==> config.mk <==
export PLATFORM = sky130hd
export DESIGN_NAME = board_input_conditioner_flat
export DESIGN_NICKNAME = d
export VERILOG_FILES = /design/src/rtl/board_input_conditioner_if.sv /design/src/rtl/board_input_conditioner.sv /design/src/flat_wrapper.sv
export SDC_FILE = /design/constraint.sdc
export NUM_CORES = 1
export LEC_CHECK = 0
export ABC_AREA = 0
export BUFFER_PORTS_ARGS = -buffer_cell sky130_fd_sc_hd__buf_4
export CORE_UTILIZATION = 66
export CTS_BUF_LIST = sky130_fd_sc_hd__clkbuf_8
export DETAILED_ROUTE_END_ITERATION = 12
export PLACE_DENSITY = 0.88
export SYNTH_ARGS = -nofsm -noshare
export SYNTH_HDL_FRONTEND = slang
export SYNTH_SLANG_ARGS = --single-unit
==> constraint.sdc <==
create_clock -name clk -period 4.25 [get_ports clk]
set_input_delay 0.6375 -clock clk [delete_from_list [all_inputs] [get_ports clk]]
set_output_delay 0.6375 -clock clk [all_outputs]
set_load 0.02 [all_outputs]
==> src/rtl/board_input_conditioner_if.sv <==
// Command handshake between the input conditioner and its command consumer.
// Latency: none (wires only).
// Backpressure: consumer holds cmd_ready low to keep cmd_word pending.
// Signals: cmd_valid/cmd_word driven by the master, cmd_ready driven by the slave.
interface board_input_conditioner_if;
    logic       cmd_valid;
    logic [7:0] cmd_word;
    logic       cmd_ready;

    modport master (
        output cmd_valid,
        output cmd_word,
        input  cmd_ready
    );

    modport slave (
        input  cmd_valid,
        input  cmd_word,
        output cmd_ready
    );
endinterface

==> src/rtl/board_input_conditioner.sv <==
// Board input conditioner: synchronizes switches, debounces three buttons and
// turns a button1 press into a one-deep command carrying a switch snapshot.
// Latency: 2 cycles sync; button edges after DB_LIMIT further stable samples.
// Backpressure: one command slot; a button1 press while the slot is full and
// not being drained is dropped and recorded in the sticky o_cmd_overrun flag.
// Optional feature: define INPUT_COND_LONGPRESS_EN to build the long-press
// counters; otherwise o_long_press is tied to zero.
// Ports:
//   clk, reset          clock, synchronous active-high reset
//   i_button_in[2:0]    raw buttons (bit0 = button1)
//   i_switch_in[7:0]    raw switches
//   o_switch_sync       synchronized switches (not debounced)
//   o_btn_level/press/release  debounced level and one-cycle edge pulses
//   o_cmd_overrun       sticky: a button1 press was dropped
//   o_long_press        one-cycle pulse after LONG_LIMIT cycles held
//   cmd_if              command handshake (master side)
module board_input_conditioner #(
    parameter int DB_LIMIT   = 1000000,
    parameter int LONG_LIMIT = 100000000
) (
    input  logic        clk,
    input  logic        reset,
    input  logic [2:0]  i_button_in,
    input  logic [7:0]  i_switch_in,
    output logic [7:0]  o_switch_sync,
    output logic [2:0]  o_btn_level,
    output logic [2:0]  o_btn_press,
    output logic [2:0]  o_btn_release,
    output logic        o_cmd_overrun,
    output logic [2:0]  o_long_press,
    board_input_conditioner_if.master cmd_if
);

    localparam int                DB_W    = $clog2(DB_LIMIT + 1);
    localparam logic [DB_W-1:0]   DB_LAST = DB_W'(DB_LIMIT - 1);

    typedef enum logic {S_EMPTY, S_FULL} cmd_state_t;

    logic [2:0]      r_btn_meta, r_btn_sync;
    logic [7:0]      r_sw_meta,  r_sw_sync;
    logic [DB_W-1:0] r_db_cnt [3];
    logic [2:0]      r_btn_level, r_btn_press, r_btn_release;
    cmd_state_t      r_state, w_next_state;
    logic            w_load, w_drop;
    logic [7:0]      r_cmd_word;
    logic            r_cmd_overrun;

    // Two-flop synchronizers for the asynchronous board inputs.
    always_ff @(posedge clk) begin
        if (reset) begin
            r_btn_meta <= '0;
            r_btn_sync <= '0;
            r_sw_meta  <= '0;
            r_sw_sync  <= '0;
        end else begin
            r_btn_meta <= i_button_in;
            r_btn_sync <= r_btn_meta;
            r_sw_meta  <= i_switch_in;
            r_sw_sync  <= r_sw_meta;
        end
    end

    // Debounce: count consecutive samples that disagree with the accepted
    // level; the DB_LIMIT-th disagreeing sample flips the level. Any agreeing
    // sample restarts the count, so short glitches never reach the outputs.
    always_ff @(posedge clk) begin
        if (reset) begin
            for (int i = 0; i < 3; i++) r_db_cnt[i] <= '0;
            r_btn_level   <= '0;
            r_btn_press   <= '0;
            r_btn_release <= '0;
        end else begin
            r_btn_press   <= '0;
            r_btn_release <= '0;
            for (int i = 0; i < 3; i++) begin
                if (r_btn_sync[i] == r_btn_level[i]) begin
                    r_db_cnt[i] <= '0;
                end else if (r_db_cnt[i] >= DB_LAST) begin
                    r_db_cnt[i]      <= '0;
                    r_btn_level[i]   <= ~r_btn_level[i];
                    r_btn_press[i]   <= ~r_btn_level[i];
                    r_btn_release[i] <=  r_btn_level[i];
                end else begin
                    r_db_cnt[i] <= r_db_cnt[i] + 1'b1;
                end
            end
        end
    end

    // Command slot FSM: only button1 presses feed it.
    always_ff @(posedge clk) begin
        if (reset) r_state <= S_EMPTY;
        else       r_state <= w_next_state;
    end

    always_comb begin
        w_next_state = r_state;
        w_load       = 1'b0;
        w_drop       = 1'b0;
        case (r_state)
            S_EMPTY: begin
                if (r_btn_press[0]) begin
                    w_load       = 1'b1;
                    w_next_state = S_FULL;
                end
            end
            S_FULL: begin
                // Drain and refill in the same cycle is a reload, not an overrun.
                if (cmd_if.cmd_ready && r_btn_press[0]) begin
                    w_load = 1'b1;
                end else if (cmd_if.cmd_ready) begin
                    w_next_state = S_EMPTY;
                end else if (r_btn_press[0]) begin
                    w_drop = 1'b1;
                end
            end
            default: w_next_state = S_EMPTY;
        endcase
    end

    always_ff @(posedge clk) begin
        if (reset) begin
            r_cmd_word    <= '0;
            r_cmd_overrun <= 1'b0;
        end else begin
            if (w_load) r_cmd_word    <= r_sw_sync;
            if (w_drop) r_cmd_overrun <= 1'b1;
        end
    end

`ifdef INPUT_COND_LONGPRESS_EN
    localparam int              LP_W    = $clog2(LONG_LIMIT + 1);
    localparam logic [LP_W-1:0] LP_MAX  = LP_W'(LONG_LIMIT);
    localparam logic [LP_W-1:0] LP_LAST = LP_W'(LONG_LIMIT - 1);

    logic [LP_W-1:0] r_lp_cnt [3];
    logic [2:0]      r_long_press;

    // Hold-time counter saturates at LONG_LIMIT so the pulse fires once per hold.
    always_ff @(posedge clk) begin
        if (reset) begin
            for (int i = 0; i < 3; i++) r_lp_cnt[i] <= '0;
            r_long_press <= '0;
        end else begin
            r_long_press <= '0;
            for (int i = 0; i < 3; i++) begin
                if (!r_btn_level[i]) begin
                    r_lp_cnt[i] <= '0;
                end else if (r_lp_cnt[i] != LP_MAX) begin
                    r_lp_cnt[i] <= r_lp_cnt[i] + 1'b1;
                    if (r_lp_cnt[i] == LP_LAST) r_long_press[i] <= 1'b1;
                end
            end
        end
    end

    assign o_long_press = r_long_press;
`else
    assign o_long_press = '0;
`endif

    assign o_switch_sync    = r_sw_sync;
    assign o_btn_level      = r_btn_level;
    assign o_btn_press      = r_btn_press;
    assign o_btn_release    = r_btn_release;
    assign o_cmd_overrun    = r_cmd_overrun;
    assign cmd_if.cmd_valid = (r_state == S_FULL);
    assign cmd_if.cmd_word  = r_cmd_word;

endmodule

==> src/flat_wrapper.sv <==
// flat-port wrapper written by rule: the top's interface ports become plain ports
module board_input_conditioner_flat 
#(
    parameter int DB_LIMIT   = 1000000,
    parameter int LONG_LIMIT = 100000000
)
  (clk, reset, i_button_in, i_switch_in, o_switch_sync, o_btn_level, o_btn_press, o_btn_release, o_cmd_overrun, o_long_press, cmd_if_cmd_valid, cmd_if_cmd_word, cmd_if_cmd_ready);
  board_input_conditioner_if cmd_if_i ();
  input  logic clk;
  input  logic reset;
  input  logic [2:0] i_button_in;
  input  logic [7:0] i_switch_in;
  output logic [7:0] o_switch_sync;
  output logic [2:0] o_btn_level;
  output logic [2:0] o_btn_press;
  output logic [2:0] o_btn_release;
  output logic o_cmd_overrun;
  output logic [2:0] o_long_press;
  output wire logic [$bits(cmd_if_i.cmd_valid)-1:0] cmd_if_cmd_valid;
  output wire logic [$bits(cmd_if_i.cmd_word)-1:0] cmd_if_cmd_word;
  input wire logic [$bits(cmd_if_i.cmd_ready)-1:0] cmd_if_cmd_ready;
  assign cmd_if_cmd_valid = cmd_if_i.cmd_valid;
  assign cmd_if_cmd_word = cmd_if_i.cmd_word;
  assign cmd_if_i.cmd_ready = cmd_if_cmd_ready;
  board_input_conditioner #(.DB_LIMIT(DB_LIMIT), .LONG_LIMIT(LONG_LIMIT)) u_core (.clk(clk), .reset(reset), .i_button_in(i_button_in), .i_switch_in(i_switch_in), .o_switch_sync(o_switch_sync), .o_btn_level(o_btn_level), .o_btn_press(o_btn_press), .o_btn_release(o_btn_release), .o_cmd_overrun(o_cmd_overrun), .o_long_press(o_long_press), .cmd_if(cmd_if_i));
endmodule
# [Yosys cells after proc, flatten, opt, wreduce, memory -nomap -nowiden]
# Memories as Yosys holds them, arrays and structs flattened.
# Index checks and enable logic that the tools add are counted.
[totals] register_bits=41 ram_bits=60 inputBits=14 out_inout_bits=30 elab_cells=105 mem_count=1
[memory_table] memory="u_core.r_db_cnt" words=3 word_bits=20 read_ports=3 rd_ports_with_merged_regs=0 wr=3 line_no="board_input_conditioner.sv:41" text="logic [DB_W-1:0] r_db_cnt [3];"
[classes] addsub=3 magnitude_cmp=3 n_eq_ne=3 muxes=53 bitwise=19 reduce_logical=7
[op_table] operator="$mux 20" count=9
[op_table] operator="$add 20x1->20 const B" count=3
[op_table] operator="$ge 20x20->1 const B" count=3
[op_table] operator="$mux 1" count=42
[op_table] operator="$not 1->1" count=10
[op_table] operator="$or 1x1->1" count=9
[op_table] operator="$reduce_or 3->1" count=3
[op_table] operator="$reduce_and 2->1" count=3
[op_table] operator="$pmux 1 s2" count=2
[op_table] operator="$eq 1x1->1" count=3
[op_table] operator="$logic_and 1x1->1" count=1

# [Logic depth before layout (Yosys ltp)]
# An unclocked memory read counts as a cell.
[logic_depth] depth_word=8 mapped_depth=7 ltp_nobuf=6

# [Worst setup path after synthesis]
# OpenSTA, ideal clock, no wires.
[synth_timing] path_type="register to register" start="memory u_core.r_db_cnt[1][7] (netlist bit)" end="memory u_core.r_db_cnt[1][11] (netlist bit) (data pin)" setup_ps=254 arrival_time_ps=1637 required_time_ps=3996 setup_slack_ps=2359 stages_incl_launch_ff=8 path_buffers=2 period_less_slack_ps=1891 cell_sequence="edfxtp_1 > buf_6 > or3_4 > nor4_4 > o311ai_4 > nand2_4 > buf_6 > nor2_1"
[synth_lines] item="start: declaration" line_no="board_input_conditioner.sv:41"

==> impl_summary.txt <==
----------------------------------------------------
[CTS]
  Quantity of hold-fixing buffers added after cts ... 0
  Sinks on Clock Net ... a little over 100
  Worst-Skew Late Latency ... around 380 ps
  Resized cells post-CTS ... 0
  CTS Root Buffer Type ... sky130_fd_sc_hd__clkbuf_8
  Maximum root-to-sink buffer count ... 2
  Clock slew seen by the registers of the worst setup and hold paths ... approximately 120 ps
  Total number of H-tree levels ... 3
  CTS tree ... built
  Post-CTS Setup Repair Bufs ... 0
  Number of buffers created by CTS ... 9

[Floorplanning]
  Core ar. ... 6760 um2
  Starting density of the core ... about two thirds
  Chip Height ... about 85 um
  Number of top-level pins ... 44
  Die area ... around 7300 um2
  Std-Cell Rows ... 30
  DIE WIDTH ... ~85 um

[Logic synthesis]
  Netlist area before placement ... 4600 um2
  Yosys top cell area share ... 39.2%
  Top post-synthesis cells by count ... 82 x sky130_fd_sc_hd__nor2_1, 60 x sky130_fd_sc_hd__edfxtp_1, 41 x sky130_fd_sc_hd__dfxtp_1
  Avg Synthesized Cell Area ... 10.9 um2
  Count of flip-flops with a built-in enable after synthesis ... 60
  Top area cells in the synthesized netlist ... sky130_fd_sc_hd__edfxtp_1 39%, sky130_fd_sc_hd__dfxtp_1 18%, sky130_fd_sc_hd__nor2_1 6.7%, sky130_fd_sc_hd__xor2_1 6.1%, sky130_fd_sc_hd__xnor2_1 4.2%
  Most instantiated flip-flop cell in the synthesis netlist ... sky130_fd_sc_hd__edfxtp_1
  Cell variety after synth ... 45
  Warnings, synthesis ... 0
  Share of the yosys chip area belonging to registers ... 57.0%
  Synthesized instance count ... 421
  Number of register bits inferred by synthesis ... between 100 and 150
  Leading area contributor after synthesis ... sky130_fd_sc_hd__edfxtp_1
  Async set-reset flop share out of synthesis ... 0%
  Most repeated cell in the gate-level netlist after synthesis ... sky130_fd_sc_hd__nor2_1

[Hold path]
  Number of instances on the worst hold path ... 1
  End of the worst hold path ... u_core.r_btn_sync[1]$_SDFF_PP0_
  Source of the worst hold timing path ... u_core.r_btn_meta[1]$_SDFF_PP0_
  Class of the tightest hold or removal check ... reg2reg

[Global route]
  Number of global-route vias before repair ... 3,017
  Pin count of the biggest net entering global routing ... 47
  Met2 Resource Use GR ... 40.0%
  Antenna violations before repair ... 0
  Aggregate global routing overflow ... 0
  Wire length of the first global-routing pass ... 13.8 mm
  Most congested layer reported by global routing ... met2
  Met3 track demand over resource in global routing ... 6.03%
  Overall routing resource usage ... 24.4%
  Met1 layer usage reported by global route ... 31.2%

[Layout]
  Final Core Density ... 79.1%
  Layout Nets ... 536
  ANT cells ... 0
  Layout overhead on the synthesized area ... 16.2%
  Area occupied by registers ... approximately 2600 um2
  Fraction of layout instances using a drive strength above 1 ... about an eighth
  Filler Cells Inserted ... 443
  Multi-input gate area in the final layout ... 2100 um2

[Pwr]
  Pwr/cell area ... 341 nW/um2
  Cell internal power dissipation ... roughly 1.3 mW
  Fraction of power spent switching nets ... about 26%
  Combinational fraction of design power ... 5.0%
  Leakage Power ... ~2.1 nW
  Part of the power in the clock network ... ~35%
  Max VDD drop ... 0.273 mV
  Switching pwr ... 0.473 mW
  Reg power frac ... about three fifths

[STA]
  Highest achievable clock rate ... 0.438 GHz
  Final count of pins violating max slew ... 0
  Maximum clock skew at final layout ... 12.3 ps
  Share of the clock period used by the worst path after layout ... 53.7%
  Post-Route Setup TNS ... 0 ps
  Worst slew margin relative to its limit ... 49.0%
  Minimum clock period ... 2280 ps
  Slew at the pin with the worst max-slew slack ... 758 ps
  Final Setup Violations ... 0
  Hold Vio Cnt, Final ... 0
  Setup repair after global routing missed its margin ... false

[Run status]
  Status ... completed

[Detailed routing]
  1st-pass router iterations ... 5
  Routed Antenna Nets ... 0
  WL final ... 8.34 mm
  Drc violations ... 0
  Via density per instance ... approximately 5.4
  First-iteration detailed-routing DRC count ... 182
  DR vias ... 3,234
  Average detailed-routed wire length per instance ... 13.8 um

[Setup path]
  Beginning of the worst register-to-register path ... u_core.r_db_cnt[0][0]$_SDFFCE_PN0P_
  Arrival time at the worst endpoint ... 2380 ps
  Endpoint of the lowest-slack register-to-register path ... u_core.r_db_cnt[0][14]$_SDFFCE_PN0P_
  Path type of the worst setup path ... reg2reg
  CP Launch Type ... register
  Data required time at the worst endpoint ... 4350 ps
  R2R setup slack ... 1970 ps
  Maximum fanout along the worst path ... 19
  Reg2reg path depth ... 6
  Endpoint kind of the worst setup timing path ... register

[Placed design]
  Post-detail-place hpwl ... 5.89 mm
  Routability congestion estimate from global placement ... 0.805
  Number of input and output port buffers inserted ... 40

[Job]
  Max-cap check violation count ... 0

----------------------------------------------------
power groups by stage:
stage | clock, mW | sequential [mW] | combinational [mW]
2_1_floorplan | 0 | 1.12 | 0.0669
3_3_place_gp | 0 | 1.12 | 0.0850
3_5_place_dp | 0 | 1.12 | 0.0875
4_1_cts | 0.633 | 1.10 | 0.0886
5_1_grt | 0.671 | 1.11 | 0.101
6_report | 0.628 | 1.10 | 0.0909
registers in the layout, indices dropped and copies added (netlist names), 3 cells and up:
register and flops:
u_core.cmd_if.cmd_word 8, u_core.o_btn_level 3, u_core.o_btn_press 3, u_core.o_btn_release 3, u_core.o_switch_sync 8, u_core.r_btn_meta 3
u_core.r_btn_sync 3, u_core.r_db_cnt 60, u_core.r_sw_meta 8
worst max-delay path, stage by stage, from the launching register on:
cell	delay (ps)
sky130_fd_sc_hd__edfxtp_1	450
sky130_fd_sc_hd__ha_1	260
sky130_fd_sc_hd__nand2_1	140
sky130_fd_sc_hd__o211ai_1	230
sky130_fd_sc_hd__a311oi_2	170
sky130_fd_sc_hd__o21ai_2	650
sky130_fd_sc_hd__nor2_1	120
placed cells by master, fill, tap and decap left out, types with 3 or more instances in the layout:
cell type	Yosys	routed
sky130_fd_sc_hd__nor2_1	82	82
sky130_fd_sc_hd__conb_1	2	63
sky130_fd_sc_hd__edfxtp_1	60	60
sky130_fd_sc_hd__dfxtp_1	41	41
sky130_fd_sc_hd__buf_4	4	40
sky130_fd_sc_hd__xor2_1	32	32
sky130_fd_sc_hd__nand2_1	27	27
sky130_fd_sc_hd__nor2b_1	25	25
sky130_fd_sc_hd__xnor2_1	22	22
sky130_fd_sc_hd__nand3_1	18	18
sky130_fd_sc_hd__and3_1	13	13
sky130_fd_sc_hd__nand4_1	13	13
sky130_fd_sc_hd__nor4_1	9	9
sky130_fd_sc_hd__mux2i_1	9	9
sky130_fd_sc_hd__clkbuf_8	0	9
sky130_fd_sc_hd__nor3_1	7	7
sky130_fd_sc_hd__inv_1	4	4
sky130_fd_sc_hd__o21ai_0	4	4
sky130_fd_sc_hd__nand2b_1	3	3
sky130_fd_sc_hd__nor4b_1	3	3
sky130_fd_sc_hd__ha_1	3	3
sky130_fd_sc_hd__inv_8	0	3
cells by family after synthesis:
family	count (synthesis)	share of synthesized area, %
AND/OR/NAND/NOR	215	23.8
multiplexers	9	1.96
buffers and inverters	18	2.31
flip-flops	101	57.0
XOR/XNOR	54	10.3
AO/OA/AOI/OAI	19	3.67
other	2	0.163
adder cells (fa/ha/maj)	3	0.816
per-stage QoR:
stage	setup WS, ps	power (mW)	cell area [um2]	instances	hold slack [ps]
after floorplan	2360	1.19	4830	482	414
after global placement	2100	1.21	5140	588	417
after detailed placement	2000	1.21	5140	588	427
after CTS	1970	1.82	5340	604	445
after global routing	1820	1.88	5340	604	443
final	1970	1.82	5340	604	440
cell type report:
type,instances,area share [%]
Timing Repair Buffer,40,5.62
Inverter,4,0.281
Sequential cell,101,49.1
Clock buffer,9,2.32
Clock inverter,7,1.57
Multi-Input combinational cell,363,39.3
Tap cell,80,1.87
routing by layer:
layer	wire length (um)	share of wire, %	vias up
li1	-	-	1600
met4	128	1.5	0
met3	407	4.9	12
met1	3590	43	1537
met5	0	0	-
met2	4210	51	85
worst max-delay path by stage:
stage	start	end	slack, ps	cells past startpoint
after global placement	u_core.r_db_cnt[0][0]$_SDFFCE_PN0P_	u_core.r_db_cnt[0][4]$_SDFFCE_PN0P_	2100	6
after CTS	u_core.r_db_cnt[0][0]$_SDFFCE_PN0P_	u_core.r_db_cnt[0][3]$_SDFFCE_PN0P_	1970	6
final	u_core.r_db_cnt[0][0]$_SDFFCE_PN0P_	u_core.r_db_cnt[0][14]$_SDFFCE_PN0P_	1970	6
after detailed placement	u_core.r_db_cnt[0][0]$_SDFFCE_PN0P_	u_core.r_db_cnt[0][3]$_SDFFCE_PN0P_	2000	6
after floorplan	u_core.r_db_cnt[1][7]$_SDFFCE_PN0P_	u_core.r_db_cnt[1][11]$_SDFFCE_PN0P_	2360	7
after global routing	u_core.r_db_cnt[0][0]$_SDFFCE_PN0P_	u_core.r_db_cnt[0][9]$_SDFFCE_PN0P_	1820	6
Note: power is estimated with default switching activity, not from simulation.
